[src/rtl/dm_arbiter.sv]
// rtl/dm_arbiter.sv - two-port req/gnt arbiter sequencing accesses into a one-cycle synchronous-read DM
// DM_ARBITER_RR_EN selects round-robin arbitration; undefined gives fixed m0 priority with starvation guard.
module dm_arbiter #(
  parameter int STARVE_MAX = 4
) (
  input  logic        clk,
  input  logic        clr,
  input  logic        m0_req,
  input  logic        m0_we,
  input  logic [3:0]  m0_be,
  input  logic [31:0] m0_addr,
  input  logic [31:0] m0_wd,
  output logic        m0_gnt,
  output logic        m0_rvalid,
  output logic [31:0] m0_rd,
  input  logic        m1_req,
  input  logic        m1_we,
  input  logic [3:0]  m1_be,
  input  logic [31:0] m1_addr,
  input  logic [31:0] m1_wd,
  output logic        m1_gnt,
  output logic        m1_rvalid,
  output logic [31:0] m1_rd,
  output logic        dm_we,
  output logic [3:0]  dm_be,
  output logic [31:0] dm_addr,
  output logic [31:0] dm_wd,
  input  logic [31:0] dm_dr
);

  typedef enum logic [1:0] {IDLE, ACCESS, WAIT} state_t;

  state_t      state_q, state_d;
  logic        win_q, win_d;
  logic        rd_op_q, rd_op_d;
  logic        m0_gnt_q, m0_gnt_d, m1_gnt_q, m1_gnt_d;
  logic        m0_rvalid_q, m0_rvalid_d, m1_rvalid_q, m1_rvalid_d;
  logic [31:0] m0_rd_q, m0_rd_d, m1_rd_q, m1_rd_d;
  logic        dm_we_q, dm_we_d;
  logic [3:0]  dm_be_q, dm_be_d;
  logic [31:0] dm_addr_q, dm_addr_d, dm_wd_q, dm_wd_d;
  logic        pick1;
  logic        sel_we;
  logic [3:0]  sel_be;
  logic [31:0] sel_addr, sel_wd;

`ifdef DM_ARBITER_RR_EN
  logic ptr_q, ptr_d;
  assign pick1 = (m0_req & m1_req) ? ptr_q : m1_req;
`else
  logic [3:0] cnt_q, cnt_d;
  assign pick1 = m1_req & (~m0_req | (cnt_q == 4'(STARVE_MAX)));
`endif

  assign sel_we   = pick1 ? m1_we   : m0_we;
  assign sel_be   = pick1 ? m1_be   : m0_be;
  assign sel_addr = pick1 ? m1_addr : m0_addr;
  assign sel_wd   = pick1 ? m1_wd   : m0_wd;

  always_comb begin
    state_d     = state_q;
    win_d       = win_q;
    rd_op_d     = rd_op_q;
    m0_gnt_d    = 1'b0;
    m1_gnt_d    = 1'b0;
    m0_rvalid_d = 1'b0;
    m1_rvalid_d = 1'b0;
    m0_rd_d     = m0_rd_q;
    m1_rd_d     = m1_rd_q;
    dm_we_d     = 1'b0;
    dm_be_d     = 4'b0000;
    dm_addr_d   = 32'h0;
    dm_wd_d     = 32'h0;
`ifdef DM_ARBITER_RR_EN
    ptr_d       = ptr_q;
`else
    cnt_d       = cnt_q;
`endif
    case (state_q)
      IDLE: begin
`ifndef DM_ARBITER_RR_EN
        if (!m1_req) cnt_d = 4'd0;
`endif
        if (m0_req | m1_req) begin
          // Outputs are registered, so the DM access is loaded here to appear during ACCESS.
          state_d   = ACCESS;
          win_d     = pick1;
          rd_op_d   = ~sel_we;
          m0_gnt_d  = ~pick1;
          m1_gnt_d  = pick1;
          dm_we_d   = sel_we & (|sel_be);
          dm_be_d   = sel_be;
          dm_addr_d = sel_addr & 32'hFFFF_FFFC;
          dm_wd_d   = sel_wd;
`ifdef DM_ARBITER_RR_EN
          if (m0_req & m1_req) ptr_d = ~pick1;
`else
          if (pick1) cnt_d = 4'd0;
          else if (m1_req && cnt_q != 4'(STARVE_MAX)) cnt_d = cnt_q + 4'd1;
`endif
        end
      end
      ACCESS: state_d = rd_op_q ? WAIT : IDLE;
      WAIT: begin
        state_d = IDLE;
        if (win_q) begin
          m1_rvalid_d = 1'b1;
          m1_rd_d     = dm_dr;
        end else begin
          m0_rvalid_d = 1'b1;
          m0_rd_d     = dm_dr;
        end
      end
      default: state_d = IDLE;
    endcase
  end

  always_ff @(posedge clk) begin
    if (!clr) begin
      state_q     <= IDLE;
      win_q       <= 1'b0;
      rd_op_q     <= 1'b0;
      m0_gnt_q    <= 1'b0;
      m1_gnt_q    <= 1'b0;
      m0_rvalid_q <= 1'b0;
      m1_rvalid_q <= 1'b0;
      m0_rd_q     <= 32'h0;
      m1_rd_q     <= 32'h0;
      dm_we_q     <= 1'b0;
      dm_be_q     <= 4'b0000;
      dm_addr_q   <= 32'h0;
      dm_wd_q     <= 32'h0;
`ifdef DM_ARBITER_RR_EN
      ptr_q       <= 1'b0;
`else
      cnt_q       <= 4'd0;
`endif
    end else begin
      state_q     <= state_d;
      win_q       <= win_d;
      rd_op_q     <= rd_op_d;
      m0_gnt_q    <= m0_gnt_d;
      m1_gnt_q    <= m1_gnt_d;
      m0_rvalid_q <= m0_rvalid_d;
      m1_rvalid_q <= m1_rvalid_d;
      m0_rd_q     <= m0_rd_d;
      m1_rd_q     <= m1_rd_d;
      dm_we_q     <= dm_we_d;
      dm_be_q     <= dm_be_d;
      dm_addr_q   <= dm_addr_d;
      dm_wd_q     <= dm_wd_d;
`ifdef DM_ARBITER_RR_EN
      ptr_q       <= ptr_d;
`else
      cnt_q       <= cnt_d;
`endif
    end
  end

  assign m0_gnt    = m0_gnt_q;
  assign m1_gnt    = m1_gnt_q;
  assign m0_rvalid = m0_rvalid_q;
  assign m1_rvalid = m1_rvalid_q;
  assign m0_rd     = m0_rd_q;
  assign m1_rd     = m1_rd_q;
  assign dm_we     = dm_we_q;
  assign dm_be     = dm_be_q;
  assign dm_addr   = dm_addr_q;
  assign dm_wd     = dm_wd_q;

endmodule
[config.mk]
export PLATFORM = sky130hd
export DESIGN_NAME = dm_arbiter
export DESIGN_NICKNAME = d
export VERILOG_FILES = /design/src/rtl/dm_arbiter.sv
export SDC_FILE = /design/constraint.sdc
export NUM_CORES = 1
export LEC_CHECK = 0
export ABC_AREA = 1
export BUFFER_PORTS_ARGS = -buffer_cell sky130_fd_sc_hd__buf_2
export CORE_AREA = 2 2 119 121
export DETAILED_ROUTE_END_ITERATION = 12
export DIE_AREA = 0 0 121 123
export MAX_ROUTING_LAYER = met4
export PLACE_DENSITY = 0.75
export SYNTH_ARGS = -nofsm -noshare
export SYNTH_HDL_FRONTEND = slang
export SYNTH_SLANG_ARGS = --single-unit
[constraint.sdc]
create_clock -name clk -period 1.95 [get_ports clk]
set_clock_uncertainty 0.1 [all_clocks]
set_input_delay 0.2925 -clock clk [delete_from_list [all_inputs] [get_ports clk]]
set_output_delay 0.2925 -clock clk [all_outputs]
set_load 0.01 [all_outputs]
; After elaboration in Yosys (flattened, before gate mapping)
; Index checks and enable logic that the tools add are counted.
; W data, S select, Z words.
[totals]
inputBits = 174
elab_cells = 51
out_inout_bits = 137
reg_bits = 145
[op_classes]
eq_ne = 5
addsub = 1
n_bitwise = 8
n_mux = 13
n_reduce_logical = 9
[ops]
columns = operator, n
row1 = $mux W32, 2
row2 = $mux W4, 5
row3 = $reduce_and A2 Y1, 5
row4 = $add A4 B1 Y4 const B, 1
row5 = $eq A4 B3 Y1 const B, 1
row6 = $mux W2, 2
row7 = $ne A4 B3 Y1 const B, 1
row8 = $not A1 Y1, 4
row9 = $pmux W2 S2, 1
row10 = $reduce_or A4 Y1, 1
row11 = $mux W1, 3
row12 = $reduce_and A3 Y1, 1
row13 = $and A1 B1 Y1, 2
row14 = $eq A2 B1 Y1 const B, 1
row15 = $eq A2 B2 Y1 const B, 1
row16 = $logic_not A2 Y1, 1
row17 = $ne A2 B2 Y1 const B, 1
row18 = $or A1 B1 Y1, 2
row19 = $logic_and A1 B1 Y1, 1

; Longest topological paths before layout
[depth]
depth_word = 6
mapped_depth = 11
mapped_depth_nobuf = 10

; Worst setup path after synthesis
; OpenSTA, ideal clock, no wires.
[synth_timing]
kind = register -> register
startpoint = reg cnt_q[0]
endpoint = reg dm_addr_q[10], in the netlist dm_addr[10]
required_ns = 1.738
stages_incl_launch_ff = 12
path_slack_ns = 0.436
setup_time_ns = 0.112
arrival_ns = 1.302
period_less_slack_ns = 1.514
n_path_buf = 1
cell_sequence = dfxtp_1 -> inv_1 -> ha_1 -> nand3_1 -> nand2_2 -> nand2_4 -> inv_2 -> nand2_4 -> inv_6 -> buf_6 -> nand2_1 -> nand2_1
[synth_between]
elab_chain_len = 4
[synth_lines]
columns = item, line
row1 = from (decl), 51  ; logic [3:0] cnt_q, cnt_d;
row2 = from (signal assigned), 155  ; cnt_q <= cnt_d;
row3 = $eq A4 B3 Y1, 52  ; assign pick1 = m1_req & (~m0_req | (cnt_q == 4'(STARVE_MAX)));
row4 = $or A1 B1 Y1, 52
row5 = $and A1 B1 Y1, 52
row6 = $mux W32, 57  ; assign sel_addr = pick1 ? m1_addr : m0_addr;
row7 = to (signal assigned), 150  ; dm_addr_q <= dm_addr_d;
row8 = to (decl), 41  ; logic [31:0] dm_addr_q, dm_addr_d, dm_wd_q, dm_wd_d;
; No other way between the ends.
; A chain may end at the register's enable or synchronous reset.

; Worst setup path after layout
[layout_timing]
startpoint = reg cnt_q[0]
endpoint = reg dm_wd_q[29], in the netlist dm_wd[29]
[layout_between]
elab_chain_len = 4
[layout_lines]
columns = item, line
row1 = $eq A4 B3 Y1, 52
row2 = $or A1 B1 Y1, 52
row3 = $and A1 B1 Y1, 52
row4 = $mux W32, 58  ; assign sel_wd = pick1 ? m1_wd : m0_wd;
row5 = to (signal assigned), 151  ; dm_wd_q <= dm_wd_d;
row6 = to (decl), 41
; No other way between the ends.

==> metrics <==
I/O Buffers 304; min Tclk post-route 1800 ps; DR vias/cell 4.72; Combinational Power Share 12.3%; Die H 123 um; Core Rows 43; ys flop type dfxtp_1; Worst Path Max Fanout 20; post-synthesis sequential area ratio 55.9%; Area Overhead vs Synth 67.4%; Final period util 92.6%; CORE AREA 13600 um2; final wirelength 19400 um; top cell type's share of synthesized area 55.9%; detailed router's first-iteration violation count 461; dpl cells 1095; clk sinks 143; I/O pin count 311; max_slew headroom 65.0%; Post-synth ARST share 0%; via count 5888; DR pass1 iterations 5; syn avg cell area 8.05 um2; total power 7350 uW; largest net degree at the start of global routing 66; Post-synth EDFFs 0; endpoint class of the critical path register; clock share of power 45.6%; Least-Margin Pin Slew 525 ps; gr ovfl total 0; Setup TNS Final 0 ps; Final #Nets 1228; most frequent cells in the layout buf_2 (304), nand2_1 (202), dfxtp_1 (143); mapped cell area 5120 um2; outcome finished clean; fillers 1034; sw frac 24.5%; Pint 5550 uW; CTS max path bufs 2; Max-Cap Viols 0; Max Slew Vio Count 0; PD cells 858 nW/um2; Seq. cell area 2860 um2; VDD IR max 0.603 mV; Fmax 554 MHz; leakage 0.00437 uW; vias in the first global route 5877; share of cells above drive strength 1 33.5%; Initial Util 37.6%; Critical Path AT 2040 ps; final hold vios 0; post-layout worst setup margin 145 ps; critical path class register to register; Final ANT Viol Nets 0; Hold Crit Class primary input to register; final core occ 62.9%; distinct cell type count after synthesis 27; WL/cell 15.6 um; Multi-input gate area 1700 um2; switching pwr 1800 uW; sequential fraction of design power 42.1%; CTS Root Cell clkbuf_16; number of remaining DRC errors 0; Synth area leader dfxtp_1; Die X 121 um; first-pass GRT wire length 28900 um; RSZ-0062 raised after global routing no; top post-synthesis cells by area dfxtp_1 (56%), nand2_1 (15%), o21ai_0 (6.6%); TritonCTS buffer count 17; worst path required time 2190 ps; Worst Setup Start Kind register; antenna violations before repair 2; HPWL Detailed 11300 um; most common cell after layout, fill and taps aside buf_2; Worst-Skew Late Latency 410 ps; non-filler cells, final 1247; Clk pin slew, worst setup/hold paths 60 ps; register bit total from synthesis 143; Setup WS pre-CTS 105 ps; Post-Syn Instances 636; H-tree levels 4; CTS tree done; die footprint 14900 um2; gr usage total 26.1%; Ys Warns 0; Setup Viol. Count Final 0; GP Congestion 0.824
==> stage by stage <==
step / hold slack, ps / instance area, um2
after floorplan: 296 / 5120
after global placement: 329 / 6760
after detailed placement: 334 / 6760
after CTS: 0.365 / 8550
after global routing: 20.3 / 8570
final: 20.0 / 8570
==> power by group through the flow <==
stage	Clock, uW	Combinational (uW)	Sequential (uW)
6_report	3350	902	3090
5_1_grt	3520	976	3100
4_1_cts	3390	856	3090
3_5_place_dp	0	665	3150
3_3_place_gp	0	658	3140
2_1_floorplan	0	259	3210
==> worst max-delay path, cell delays in order, from the launching register on <==
cell and delay [ps]:
dfxtp_1 370, inv_1 70, ha_1 190, nand3_1 120
nand2_2 130, nand2_4 160, nand2_4 80, inv_8 130
buf_12 170, nand2_1 60, nand2_1 130
==> registers in the layout, summed over array words and instances, names as in the netlist <==
name and flops:
state_q 2, cnt_q 4, rd_op_q 1, m0_rd 32, m1_rd 32, dm_wd 32
m0_rvalid 1, win_q 1, m1_rvalid 1, dm_be 4, m0_gnt 1, dm_we 1
dm_addr 30, m1_gnt 1
==> timing repair <==
item | in CTS | in global routing
hold buffers | 118 | 0
buffers inserted | 0 | 0
endpoints found under the hold margin | 60 | 0
endpoints found under the setup margin | 0 | 59
gates resized for setup | 0 | 4
==> worst paths after layout <==
kind	from	to	slack [ps]	cells past startpoint
max	cnt_q[0]	dm_wd[29]	150	10
min	m0_wd[31]	dm_wd[31]	20	3
min reg2reg	m0_rd[13]	m0_rd[13]	340	2
max reg2reg	cnt_q[0]	dm_wd[29]	150	10
==> synth_stat cells (2+ instances only) <==
library cell / count
clkbuf_1: 15
buf_4: 3
inv_1: 81
nand3b_1: 3
nand3_1: 5
nand2_1: 202
dfxtp_1: 143
buf_2: 5
a21oi_1: 67
inv_6: 2
xor2_1: 2
o21ai_0: 68
nor2_1: 12
buf_6: 12
nand2_4: 3
ha_1: 2
==> cell families (layout without fill, tap and decap cells) <==
| group | Yosys count | count (layout) | synth area share, % |
|---|---|---|---|
| AO/OA/AOI/OAI | 138 | 138 | 13.8 |
| other | 1 | 4 | 0.0732 |
| XOR/XNOR | 2 | 2 | 0.342 |
| AND/OR/NAND/NOR | 230 | 230 | 18.3 |
| buffers and inverters | 120 | 548 | 11.1 |
| adder cells (fa/ha/maj) | 2 | 2 | 0.489 |
| flip-flops | 143 | 143 | 55.9 |
==> final cells by class <==
| type | count | share of cell area (%) |
|---|---|---|
| Antenna cell | 2 | 0.0584 |
| Clock buffer | 19 | 5.17 |
| Clock inverter | 13 | 1.91 |
| Inverter | 84 | 3.96 |
| Multi-Input combinational cell | 374 | 19.9 |
| Sequential cell | 143 | 33.4 |
| Tap cell | 180 | 2.63 |
| Timing Repair Buffer | 432 | 33.0 |
==> routing by layer <==
layer,vias up,global-route usage (%),routed length (um)
met2,350,43.7,9430
met1,2640,26.3,7030
met4,0,16.6,1090
li1,2793,-,-
met3,105,8.90,1880
met5,-,-,0
Power figures use the tool's default switching activity.
